`config.mk`:
```
export PLATFORM = sky130hd
export DESIGN_NAME = wb_host_master_flat
export DESIGN_NICKNAME = d
export VERILOG_FILES = /design/src/rtl/wb_host_master_pkg.sv /design/src/rtl/wb_host_master_if.sv /design/src/rtl/wb_host_master_timer.sv /design/src/rtl/wb_host_master.sv /design/src/flat_wrapper.sv
export SDC_FILE = /design/constraint.sdc
export NUM_CORES = 1
export LEC_CHECK = 0
export CELL_PAD_IN_SITES_DETAIL_PLACEMENT = 1
export CELL_PAD_IN_SITES_GLOBAL_PLACEMENT = 1
export CORE_UTILIZATION = 29
export DETAILED_ROUTE_END_ITERATION = 10
export MAX_ROUTING_LAYER = met4
export PLACE_DENSITY_LB_ADDON = 0.05
export SYNTH_ARGS = -nofsm -noshare
export SYNTH_HDL_FRONTEND = slang
export SYNTH_SLANG_ARGS = --single-unit
```
`constraint.sdc`:
```
create_clock -name wb_clk_i -period 4.1 [get_ports wb_clk_i]
set_clock_uncertainty 0.05 [all_clocks]
set_input_delay 0.82 -clock wb_clk_i [delete_from_list [all_inputs] [get_ports wb_clk_i]]
set_output_delay 0.82 -clock wb_clk_i [all_outputs]
set_load 0.05 [all_outputs]
```
`src/rtl/wb_host_master_pkg.sv`:
```
`default_nettype none
// ============================================================================
// Module   : wb_host_master_pkg
// Brief    : Shared FSM encoding, default parameters and helpers for the
//            Wishbone host master.
// Revision : 1.0 - initial release
// ============================================================================
package wb_host_master_pkg;

    localparam int C_DEFAULT_DW      = 32;
    localparam int C_DEFAULT_AW      = 32;
    localparam int C_DEFAULT_TIMEOUT = 255;

    typedef enum logic [1:0] {
        IDLE = 2'd0,
        BUS  = 2'd1,
        RESP = 2'd2
    } state_t;

    // Counter width able to hold TIMEOUT-1; never narrower than one bit.
    function automatic int timer_width(input int timeout);
        return (timeout > 1) ? $clog2(timeout) : 1;
    endfunction

endpackage
`default_nettype wire

```
`src/rtl/wb_host_master_if.sv`:
```
`default_nettype none
// ============================================================================
// Module   : wb_host_master_if
// Brief    : Command/response handshake plus Wishbone classic master bus.
// Revision : 1.0 - initial release
// ============================================================================
interface wb_host_master_if
    import wb_host_master_pkg::*;
#(
    parameter int DW = C_DEFAULT_DW,
    parameter int AW = C_DEFAULT_AW
);

    logic              cmd_valid_i;
    logic              cmd_ready_o;
    logic              cmd_we_i;
    logic [AW-1:0]     cmd_adr_i;
    logic [DW-1:0]     cmd_dat_i;
    logic [DW/8-1:0]   cmd_sel_i;

    logic              rsp_valid_o;
    logic              rsp_ready_i;
    logic [DW-1:0]     rsp_dat_o;
    logic              rsp_err_o;

    logic              wbm_cyc_o;
    logic              wbm_stb_o;
    logic              wbm_we_o;
    logic [AW-1:0]     wbm_adr_o;
    logic [DW-1:0]     wbm_dat_o;
    logic [DW/8-1:0]   wbm_sel_o;
    logic [DW-1:0]     wbm_dat_i;
    logic              wbm_ack_i;

    modport master (
        input  cmd_valid_i, cmd_we_i, cmd_adr_i, cmd_dat_i, cmd_sel_i,
        input  rsp_ready_i, wbm_dat_i, wbm_ack_i,
        output cmd_ready_o, rsp_valid_o, rsp_dat_o, rsp_err_o,
        output wbm_cyc_o, wbm_stb_o, wbm_we_o, wbm_adr_o, wbm_dat_o, wbm_sel_o
    );

    modport slave (
        output cmd_valid_i, cmd_we_i, cmd_adr_i, cmd_dat_i, cmd_sel_i,
        output rsp_ready_i, wbm_dat_i, wbm_ack_i,
        input  cmd_ready_o, rsp_valid_o, rsp_dat_o, rsp_err_o,
        input  wbm_cyc_o, wbm_stb_o, wbm_we_o, wbm_adr_o, wbm_dat_o, wbm_sel_o
    );

endinterface
`default_nettype wire

```
`src/rtl/wb_host_master_timer.sv`:
```
`default_nettype none
// ============================================================================
// Module   : wb_host_master_timer
// Brief    : Counts bus cycles; expired flags the TIMEOUT-th cycle.
// Revision : 1.0 - initial release
// ============================================================================
module wb_host_master_timer
    import wb_host_master_pkg::*;
#(
    parameter int TIMEOUT = C_DEFAULT_TIMEOUT
)(
    input  wire logic clk,
    input  wire logic rst,
    input  wire logic clear,
    input  wire logic enable,
    output logic      expired
);

    localparam int C_CW = timer_width(TIMEOUT);

    logic [C_CW-1:0] r_count;

    // Saturates at the terminal value so a stalled enable cannot wrap.
    always_ff @(posedge clk or posedge rst) begin
        if (rst) begin
            r_count <= '0;
        end else if (clear) begin
            r_count <= '0;
        end else if (enable && !expired) begin
            r_count <= r_count + 1'b1;
        end
    end

    assign expired = (r_count == C_CW'(TIMEOUT - 1));

endmodule
`default_nettype wire

```
`src/rtl/wb_host_master.sv`:
```
`default_nettype none
// ============================================================================
// Module   : wb_host_master
// Brief    : Single-transfer Wishbone classic host master; optional bus
//            timeout enabled by WB_HOST_MASTER_TIMEOUT_EN.
// Revision : 1.0 - initial release
// ============================================================================
module wb_host_master
    import wb_host_master_pkg::*;
#(
    parameter int DW      = C_DEFAULT_DW,
    parameter int AW      = C_DEFAULT_AW,
    parameter int TIMEOUT = C_DEFAULT_TIMEOUT
)(
    input  wire logic        wb_clk_i,
    input  wire logic        wb_rst_i,
    wb_host_master_if.master wbif,
    output logic             busy_o
);

    localparam int C_SW = DW / 8;

    if ((DW % 8) != 0 || DW < 8 || TIMEOUT < 1 || TIMEOUT > 65535) begin : g_param_check
        $error("wb_host_master: illegal DW or TIMEOUT parameter");
    end

    state_t          r_state;
    state_t          w_state_nxt;

    logic            r_cyc;
    logic            r_we;
    logic [AW-1:0]   r_adr;
    logic [DW-1:0]   r_dat;
    logic [C_SW-1:0] r_sel;
    logic [DW-1:0]   r_rsp_dat;

    logic            w_ready;
    logic            w_accept;
    logic            w_in_bus;
    logic            w_ack;
    logic            w_timeout;
    logic            w_done;
    logic            w_rsp_take;

    // Ready is masked by reset so it stays low for the whole reset pulse.
    assign w_ready    = (r_state == IDLE) && !wb_rst_i;
    assign w_accept   = w_ready && wbif.cmd_valid_i;
    assign w_in_bus   = (r_state == BUS);
    assign w_ack      = w_in_bus && wbif.wbm_ack_i;
    assign w_done     = w_ack || w_timeout;
    assign w_rsp_take = (r_state == RESP) && wbif.rsp_ready_i;

`ifdef WB_HOST_MASTER_TIMEOUT_EN
    logic w_expired;
    logic r_rsp_err;

    wb_host_master_timer #(
        .TIMEOUT (TIMEOUT)
    ) u_timer (
        .clk     (wb_clk_i),
        .rst     (wb_rst_i),
        .clear   (w_accept),
        .enable  (w_in_bus),
        .expired (w_expired)
    );

    // A coincident ack takes priority over the timeout.
    assign w_timeout = w_in_bus && w_expired && !wbif.wbm_ack_i;

    always_ff @(posedge wb_clk_i or posedge wb_rst_i) begin
        if (wb_rst_i) begin
            r_rsp_err <= 1'b0;
        end else if (w_done) begin
            r_rsp_err <= w_timeout;
        end else if (w_rsp_take) begin
            r_rsp_err <= 1'b0;
        end
    end

    assign wbif.rsp_err_o = r_rsp_err;
`else
    assign w_timeout      = 1'b0;
    assign wbif.rsp_err_o = 1'b0;
`endif

    always_ff @(posedge wb_clk_i or posedge wb_rst_i) begin
        if (wb_rst_i) begin
            r_state <= IDLE;
        end else begin
            r_state <= w_state_nxt;
        end
    end

    always_comb begin
        w_state_nxt = r_state;
        case (r_state)
            IDLE:    if (w_accept)   w_state_nxt = BUS;
            BUS:     if (w_done)     w_state_nxt = RESP;
            RESP:    if (w_rsp_take) w_state_nxt = IDLE;
            default:                 w_state_nxt = IDLE;
        endcase
    end

    // Bus outputs return to zero whenever the cycle is not active.
    always_ff @(posedge wb_clk_i or posedge wb_rst_i) begin
        if (wb_rst_i) begin
            r_cyc     <= 1'b0;
            r_we      <= 1'b0;
            r_adr     <= '0;
            r_dat     <= '0;
            r_sel     <= '0;
            r_rsp_dat <= '0;
        end else if (w_accept) begin
            r_cyc     <= 1'b1;
            r_we      <= wbif.cmd_we_i;
            r_adr     <= wbif.cmd_adr_i;
            r_dat     <= wbif.cmd_dat_i;
            r_sel     <= wbif.cmd_sel_i;
        end else if (w_done) begin
            r_cyc     <= 1'b0;
            r_we      <= 1'b0;
            r_adr     <= '0;
            r_dat     <= '0;
            r_sel     <= '0;
            r_rsp_dat <= (w_ack && !r_we) ? wbif.wbm_dat_i : '0;
        end else if (w_rsp_take) begin
            r_rsp_dat <= '0;
        end
    end

    assign wbif.cmd_ready_o = w_ready;
    assign wbif.rsp_valid_o = (r_state == RESP);
    assign wbif.rsp_dat_o   = r_rsp_dat;
    assign wbif.wbm_cyc_o   = r_cyc;
    assign wbif.wbm_stb_o   = r_cyc;
    assign wbif.wbm_we_o    = r_we;
    assign wbif.wbm_adr_o   = r_adr;
    assign wbif.wbm_dat_o   = r_dat;
    assign wbif.wbm_sel_o   = r_sel;
    assign busy_o           = (r_state != IDLE);

endmodule
`default_nettype wire

```
`src/flat_wrapper.sv`:
```
// flat-port wrapper written by rule: the top's interface ports become plain ports
module wb_host_master_flat import wb_host_master_pkg::*;
#(
    parameter int DW      = C_DEFAULT_DW,
    parameter int AW      = C_DEFAULT_AW,
    parameter int TIMEOUT = C_DEFAULT_TIMEOUT
)
  (wb_clk_i, wb_rst_i, busy_o, wbif_cmd_valid_i, wbif_cmd_we_i, wbif_cmd_adr_i, wbif_cmd_dat_i, wbif_cmd_sel_i, wbif_rsp_ready_i, wbif_wbm_dat_i, wbif_wbm_ack_i, wbif_cmd_ready_o, wbif_rsp_valid_o, wbif_rsp_dat_o, wbif_rsp_err_o, wbif_wbm_cyc_o, wbif_wbm_stb_o, wbif_wbm_we_o, wbif_wbm_adr_o, wbif_wbm_dat_o, wbif_wbm_sel_o);
  wb_host_master_if #(.DW(DW), .AW(AW)) wbif_i ();
  input  wire logic wb_clk_i;
  input  wire logic wb_rst_i;
  output logic busy_o;
  input wire logic [$bits(wbif_i.cmd_valid_i)-1:0] wbif_cmd_valid_i;
  input wire logic [$bits(wbif_i.cmd_we_i)-1:0] wbif_cmd_we_i;
  input wire logic [$bits(wbif_i.cmd_adr_i)-1:0] wbif_cmd_adr_i;
  input wire logic [$bits(wbif_i.cmd_dat_i)-1:0] wbif_cmd_dat_i;
  input wire logic [$bits(wbif_i.cmd_sel_i)-1:0] wbif_cmd_sel_i;
  input wire logic [$bits(wbif_i.rsp_ready_i)-1:0] wbif_rsp_ready_i;
  input wire logic [$bits(wbif_i.wbm_dat_i)-1:0] wbif_wbm_dat_i;
  input wire logic [$bits(wbif_i.wbm_ack_i)-1:0] wbif_wbm_ack_i;
  output wire logic [$bits(wbif_i.cmd_ready_o)-1:0] wbif_cmd_ready_o;
  output wire logic [$bits(wbif_i.rsp_valid_o)-1:0] wbif_rsp_valid_o;
  output wire logic [$bits(wbif_i.rsp_dat_o)-1:0] wbif_rsp_dat_o;
  output wire logic [$bits(wbif_i.rsp_err_o)-1:0] wbif_rsp_err_o;
  output wire logic [$bits(wbif_i.wbm_cyc_o)-1:0] wbif_wbm_cyc_o;
  output wire logic [$bits(wbif_i.wbm_stb_o)-1:0] wbif_wbm_stb_o;
  output wire logic [$bits(wbif_i.wbm_we_o)-1:0] wbif_wbm_we_o;
  output wire logic [$bits(wbif_i.wbm_adr_o)-1:0] wbif_wbm_adr_o;
  output wire logic [$bits(wbif_i.wbm_dat_o)-1:0] wbif_wbm_dat_o;
  output wire logic [$bits(wbif_i.wbm_sel_o)-1:0] wbif_wbm_sel_o;
  assign wbif_i.cmd_valid_i = wbif_cmd_valid_i;
  assign wbif_i.cmd_we_i = wbif_cmd_we_i;
  assign wbif_i.cmd_adr_i = wbif_cmd_adr_i;
  assign wbif_i.cmd_dat_i = wbif_cmd_dat_i;
  assign wbif_i.cmd_sel_i = wbif_cmd_sel_i;
  assign wbif_i.rsp_ready_i = wbif_rsp_ready_i;
  assign wbif_i.wbm_dat_i = wbif_wbm_dat_i;
  assign wbif_i.wbm_ack_i = wbif_wbm_ack_i;
  assign wbif_cmd_ready_o = wbif_i.cmd_ready_o;
  assign wbif_rsp_valid_o = wbif_i.rsp_valid_o;
  assign wbif_rsp_dat_o = wbif_i.rsp_dat_o;
  assign wbif_rsp_err_o = wbif_i.rsp_err_o;
  assign wbif_wbm_cyc_o = wbif_i.wbm_cyc_o;
  assign wbif_wbm_stb_o = wbif_i.wbm_stb_o;
  assign wbif_wbm_we_o = wbif_i.wbm_we_o;
  assign wbif_wbm_adr_o = wbif_i.wbm_adr_o;
  assign wbif_wbm_dat_o = wbif_i.wbm_dat_o;
  assign wbif_wbm_sel_o = wbif_i.wbm_sel_o;
  wb_host_master #(.DW(DW), .AW(AW), .TIMEOUT(TIMEOUT)) u_core (.wb_clk_i(wb_clk_i), .wb_rst_i(wb_rst_i), .wbif(wbif_i), .busy_o(busy_o));
endmodule
```
Yosys cells after proc, flatten, opt, wreduce, memory -nomap -nowiden
Index checks and enable logic that the tools add are counted.
{"block": "op_classes", "n_eq_ne": 5, "muxes": 15, "bitwise": 1, "n_reduce_logical": 13}
{"operator": "32-bit 2-to-1 mux", "n": 6}
{"operator": "4-bit 2-to-1 mux", "n": 2}
{"operator": "2-bit 2-to-1 mux", "n": 3}
{"operator": "2-bit one-hot mux with 3 select lines", "n": 1}
{"operator": "2-bit nonzero test", "n": 3}
{"operator": "1-bit logical AND", "n": 5}
{"operator": "2-bit by 1-bit inequality test with 1-bit output, second input constant", "n": 2}
{"operator": "1-bit 2-to-1 mux", "n": 3}
{"operator": "3-bit AND reduction", "n": 1}
{"operator": "2-bit by 1-bit equality test with 1-bit output, second input constant", "n": 1}
{"operator": "2-bit equality test, second input constant", "n": 1}
{"operator": "1-bit zero test", "n": 2}
{"operator": "2-bit zero test", "n": 1}
{"operator": "2-bit inequality test, second input constant", "n": 1}
{"operator": "2-bit AND reduction", "n": 1}
{"operator": "1-bit NOT", "n": 1}
{"block": "word_totals", "register_bits": 104, "inputBits": 106, "out_inout_bits": 107, "word_cells": 41}

Logic depth before layout (Yosys ltp)
{"block": "depth", "word_depth": 5, "depth_mapped": 5, "depth_no_buf": 3}

Worst setup path after synthesis
No wires, ideal clock.
{"block": "synth_timing", "path_kind": "in2reg", "start": "input port wb_rst_i", "end": "register u_core.r_cyc (netlist: u_core.wbif.wbm_cyc_o)", "arrival_ps": 3386, "t_required_ps": 3961, "slack_ps": 574, "cell_stages": 3, "path_buffers": 0, "cell_sequence": "inv_1 > a31oi_1 > o21ai_0"}
{"block": "synth_via", "elab_chain_len": 4}
{"item": "from (decl)", "line_no": "flat_wrapper.sv:11", "text": "input wire logic wb_rst_i;"}
{"item": "1-bit zero test *", "line_no": "wb_host_master.sv:46", "text": "assign w_ready = (r_state == IDLE) && !wb_rst_i;"}
{"item": "1-bit logical AND *", "line_no": "wb_host_master.sv:46"}
{"item": "1-bit logical AND *", "line_no": "wb_host_master.sv:47", "text": "assign w_accept = w_ready && wbif.cmd_valid_i;"}
{"item": "1-bit 2-to-1 mux / 2-bit nonzero test (equally long branches)"}
{"item": "to (signal assigned)", "line_no": "wb_host_master.sv:107", "text": "r_cyc <= 1'b0;"}
{"item": "to (signal assigned)", "line_no": "wb_host_master.sv:114", "text": "r_cyc <= 1'b1;"}
{"item": "to (signal assigned)", "line_no": "wb_host_master.sv:120", "text": "r_cyc <= 1'b0;"}
{"item": "to (decl)", "line_no": "wb_host_master.sv:30", "text": "logic r_cyc;"}
Mark *: on every way between the ends. The rest lies on a longest branch, timed or not.
A chain may end at the register's enable or synchronous reset.

Worst setup path after layout
{"block": "layout_timing", "start": "input port wb_rst_i", "end": "output port wbif_cmd_ready_o"}
{"block": "layout_via", "elab_chain_len": 2}
{"item": "1-bit zero test", "line_no": "wb_host_master.sv:46"}
{"item": "1-bit logical AND", "line_no": "wb_host_master.sv:46"}
{"item": "to (decl)", "line_no": "flat_wrapper.sv:21", "text": "output wire logic [$bits(wbif_i.cmd_ready_o)-1:0] wbif_cmd_ready_o;"}
Every way passes these cells.

==> impl_metrics.py <==
metrics = {
    "cells_and_area": {
        "finalInstanceArea_um2": 6270,
        "drive_above_1_share": 0.0503,
        "fin_util": 0.512,
        "area_growth_pct": 69.0,
        "finalNetCount": 559,
        "num-fill-cells": 1260,
        "instances_no_fill": 625,
        "antenna_cells": 0,
    },
    "grt": {
        "grt_pass1_wl_um": 17700,
        "antenna_found_initial": 0,
        "grt_usage": 0.187,
        "grt_max_degree": 70,
        "overflow": 0,
        "grt_pass1_vias": 3269,
    },
    "synthesis": {
        "syn-num-nets": 354,
        "synthXorXnorAreaFrac": 0,
        "syn_avg_cell_area_um2": 15.0,
        "yosys.area_share.adder": 0,
        "synth-seq-cells": 104,
        "netlist_area_um2": 3710,
        "synth_seq_area_share": 0.701,
        "synth_compound_area_frac": 0.247,
        "synthMuxAreaShare": 0,
        "ys_warn_count": 0,
        "yosys.area_share.simple": 0.0189,
        "synth.distinct_cells": 17,
        "synth_top_family_by_area": "compound AO/OA/AOI/OAI gates",
        "netlist_instances": 248,
    },
    "clock_network": {
        "cts_tree": "yes",
        "clk_latency_ns": 0.35,
        "holdBufCountCts": 0,
        "cts_resized": 0,
        "numCtsBuffers": 9,
        "clockRootBuffer": "clkbuf_16",
        "clockBufferDepth": 2,
        "clk_pin_slew_ns": 0.07,
        "h-tree-depth": 3,
        "post_cts_buffers": 0,
        "clock-sinks": 104,
    },
    "pwr": {
        "power_density_nw_per_um2": 789,
        "p_leak_nw": 2.79,
        "ir_worst_vdd_mv": 0.345,
    },
    "routing": {
        "viasPerCell": 4.85,
        "drt_pass1_iterations": 4,
        "drtIter0Drc": 149,
        "wl_per_cell_um": 18.3,
        "final_antenna_net_count": 0,
        "drc": 0,
        "vias": 3031,
        "finalWirelength_um": 11500,
    },
    "place": {
        "dp.cells": 610,
        "place_area_um2": 6010,
        "gp_congestion": 0.713,
        "portBuffers": 211,
        "hpwlAfterDp_um": 7740,
    },
    "die": {
        "initial_core_util": 0.303,
        "fp.dieH_um": 115,
        "dieArea_um2": 13300,
        "die_w_um": 115,
        "rows": 40,
        "core-area_um2": 12300,
        "io_pins": 213,
    },
    "critical_path": {
        "reg2reg_from": "u_core.r_state[0]",
        "cp-end-kind": "output port",
        "reg2reg_depth": 3,
        "startpoint_type": "input port",
        "r2r_slack_ns": 2.12,
        "critPathRequiredTime_ns": 3.23,
        "arrival_ns": 2.34,
        "worstSetupPathType": "input port to output port",
        "cp_max_fo": 4,
        "reg2reg_to": "u_core.wbif.wbm_adr_o[25]",
    },
    "sta": {
        "period_minus_slack_ns": 3.21,
        "drv_slew": 0,
        "rsz0062_at_grt": "false",
        "maxSlewHeadroom": 0.487,
        "finalHoldViolations": 0,
        "tightest_slew_ns": 0.769,
        "finalCritPeriodShare": 0.784,
        "fmax_mhz": 311,
        "setup_tns_ns": 0,
        "setup_viol": 0,
    },
    "worst_hold_path": {
        "hold_class": "flip-flop to flip-flop",
        "hold_path_depth": 1,
        "worstHoldEndpoint": "u_core.wbif.wbm_dat_o[8]",
        "hp-start": "u_core.wbif.wbm_dat_o[8]",
    },
    "outcome": {
        "status": "finished clean",
    },
    "flow_run": {
        "cap_violations": 0,
    },
}
## cell usage after synthesis, drive strengths merged
cell type  number  area share
clkbuf         14       0.014
a31oi           1      0.0017
a21oi           2      0.0027
a22o          101        0.24
dfrtp         104        0.70
nor2            3      0.0030
inv             4      0.0040
conb            1      0.0010
and3b           1      0.0024
or2             1      0.0017
buf             9       0.013
nor3b           1      0.0020
o21ai           2      0.0027
nor2b           2      0.0034
a21o            1      0.0020
nor4b           1      0.0064
## worst max path at each step
stage                         from           endpoint  slack (ns)
final                     wb_rst_i   wbif_cmd_ready_o        0.89
after global routing      wb_rst_i   wbif_cmd_ready_o        0.82
after CTS                 wb_rst_i   wbif_cmd_ready_o        0.87
after detailed placement  wb_rst_i   wbif_cmd_ready_o        0.88
after global placement    wb_rst_i   wbif_cmd_ready_o        0.87
after floorplan           wb_rst_i  u_core.r_state[0]        0.48
## where the power goes
group | switching, mW | total [mW] | internal [mW]
sequential | 0.204 | 1.57 | 1.37
clock | 0.357 | 0.800 | 0.443
combinational | 1.66 | 2.58 | 0.921
total | 2.22 | 4.95 | 2.73
## worst max-delay path, stage by stage
cell and delay (ns):
clkdlybuf4s50_1 0.53, nor2_1 0.15, clkdlybuf4s50_1 0.84
## registers in the layout, summed over array words and instances, names as in the netlist
signal                 flops
u_core.r_state             2
u_core.wbif.wbm_dat_o     32
u_core.wbif.rsp_dat_o     32
u_core.wbif.wbm_sel_o      4
u_core.wbif.wbm_adr_o     32
u_core.wbif.wbm_we_o       1
u_core.wbif.wbm_cyc_o      1
## placed cells by master (no fill, tap or decap), drive strengths merged
cell type,instances
nor4b,1
o21ai,2
nor2,3
a31oi,1
a21o,1
conb,1
clkbuf,15
clkdlybuf4s50,211
or2,1
a22o,101
dfrtp,104
inv,4
nor2b,2
a21oi,2
and3b,1
nor3b,1
buf,6
## cells by family after synthesis
logic type	after synthesis
simple gates	9
other cells	1
compound gates	107
flops	104
buf+inv	27
## per-layer routing
layer / vias up / global-route usage / part of all wire
li1: 1346 / - / -
met3: 13 / 0.0675 / 0.073
met2: 133 / 0.290 / 0.47
met5: - / - / 0
met1: 1539 / 0.230 / 0.44
met4: 0 / 0.0511 / 0.013
## layout make-up
cell class / count / area, um^2 / share of cell area
inverters: 4 / 17.5 / 0.00279
clock buffers: 15 / 268 / 0.0427
well taps: 168 / 210 / 0.0335
flip-flops and latches: 104 / 2600 / 0.415
repair buffers: 217 / 2170 / 0.346
multi-input cells: 117 / 1010 / 0.160
## per-stage QoR
step | worst slack, ns | power, mW | hold slack [ns]
finish | 0.887 | 4.95 | 0.448
global route | 0.820 | 5.17 | 0.461
CTS | 0.866 | 5.01 | 0.453
detailed placement | 0.877 | 4.17 | 0.431
global placement | 0.867 | 4.15 | 0.431
floorplan | 0.478 | 3.21 | 0.474
No activity file was read; power rests on OpenSTA's default activity.
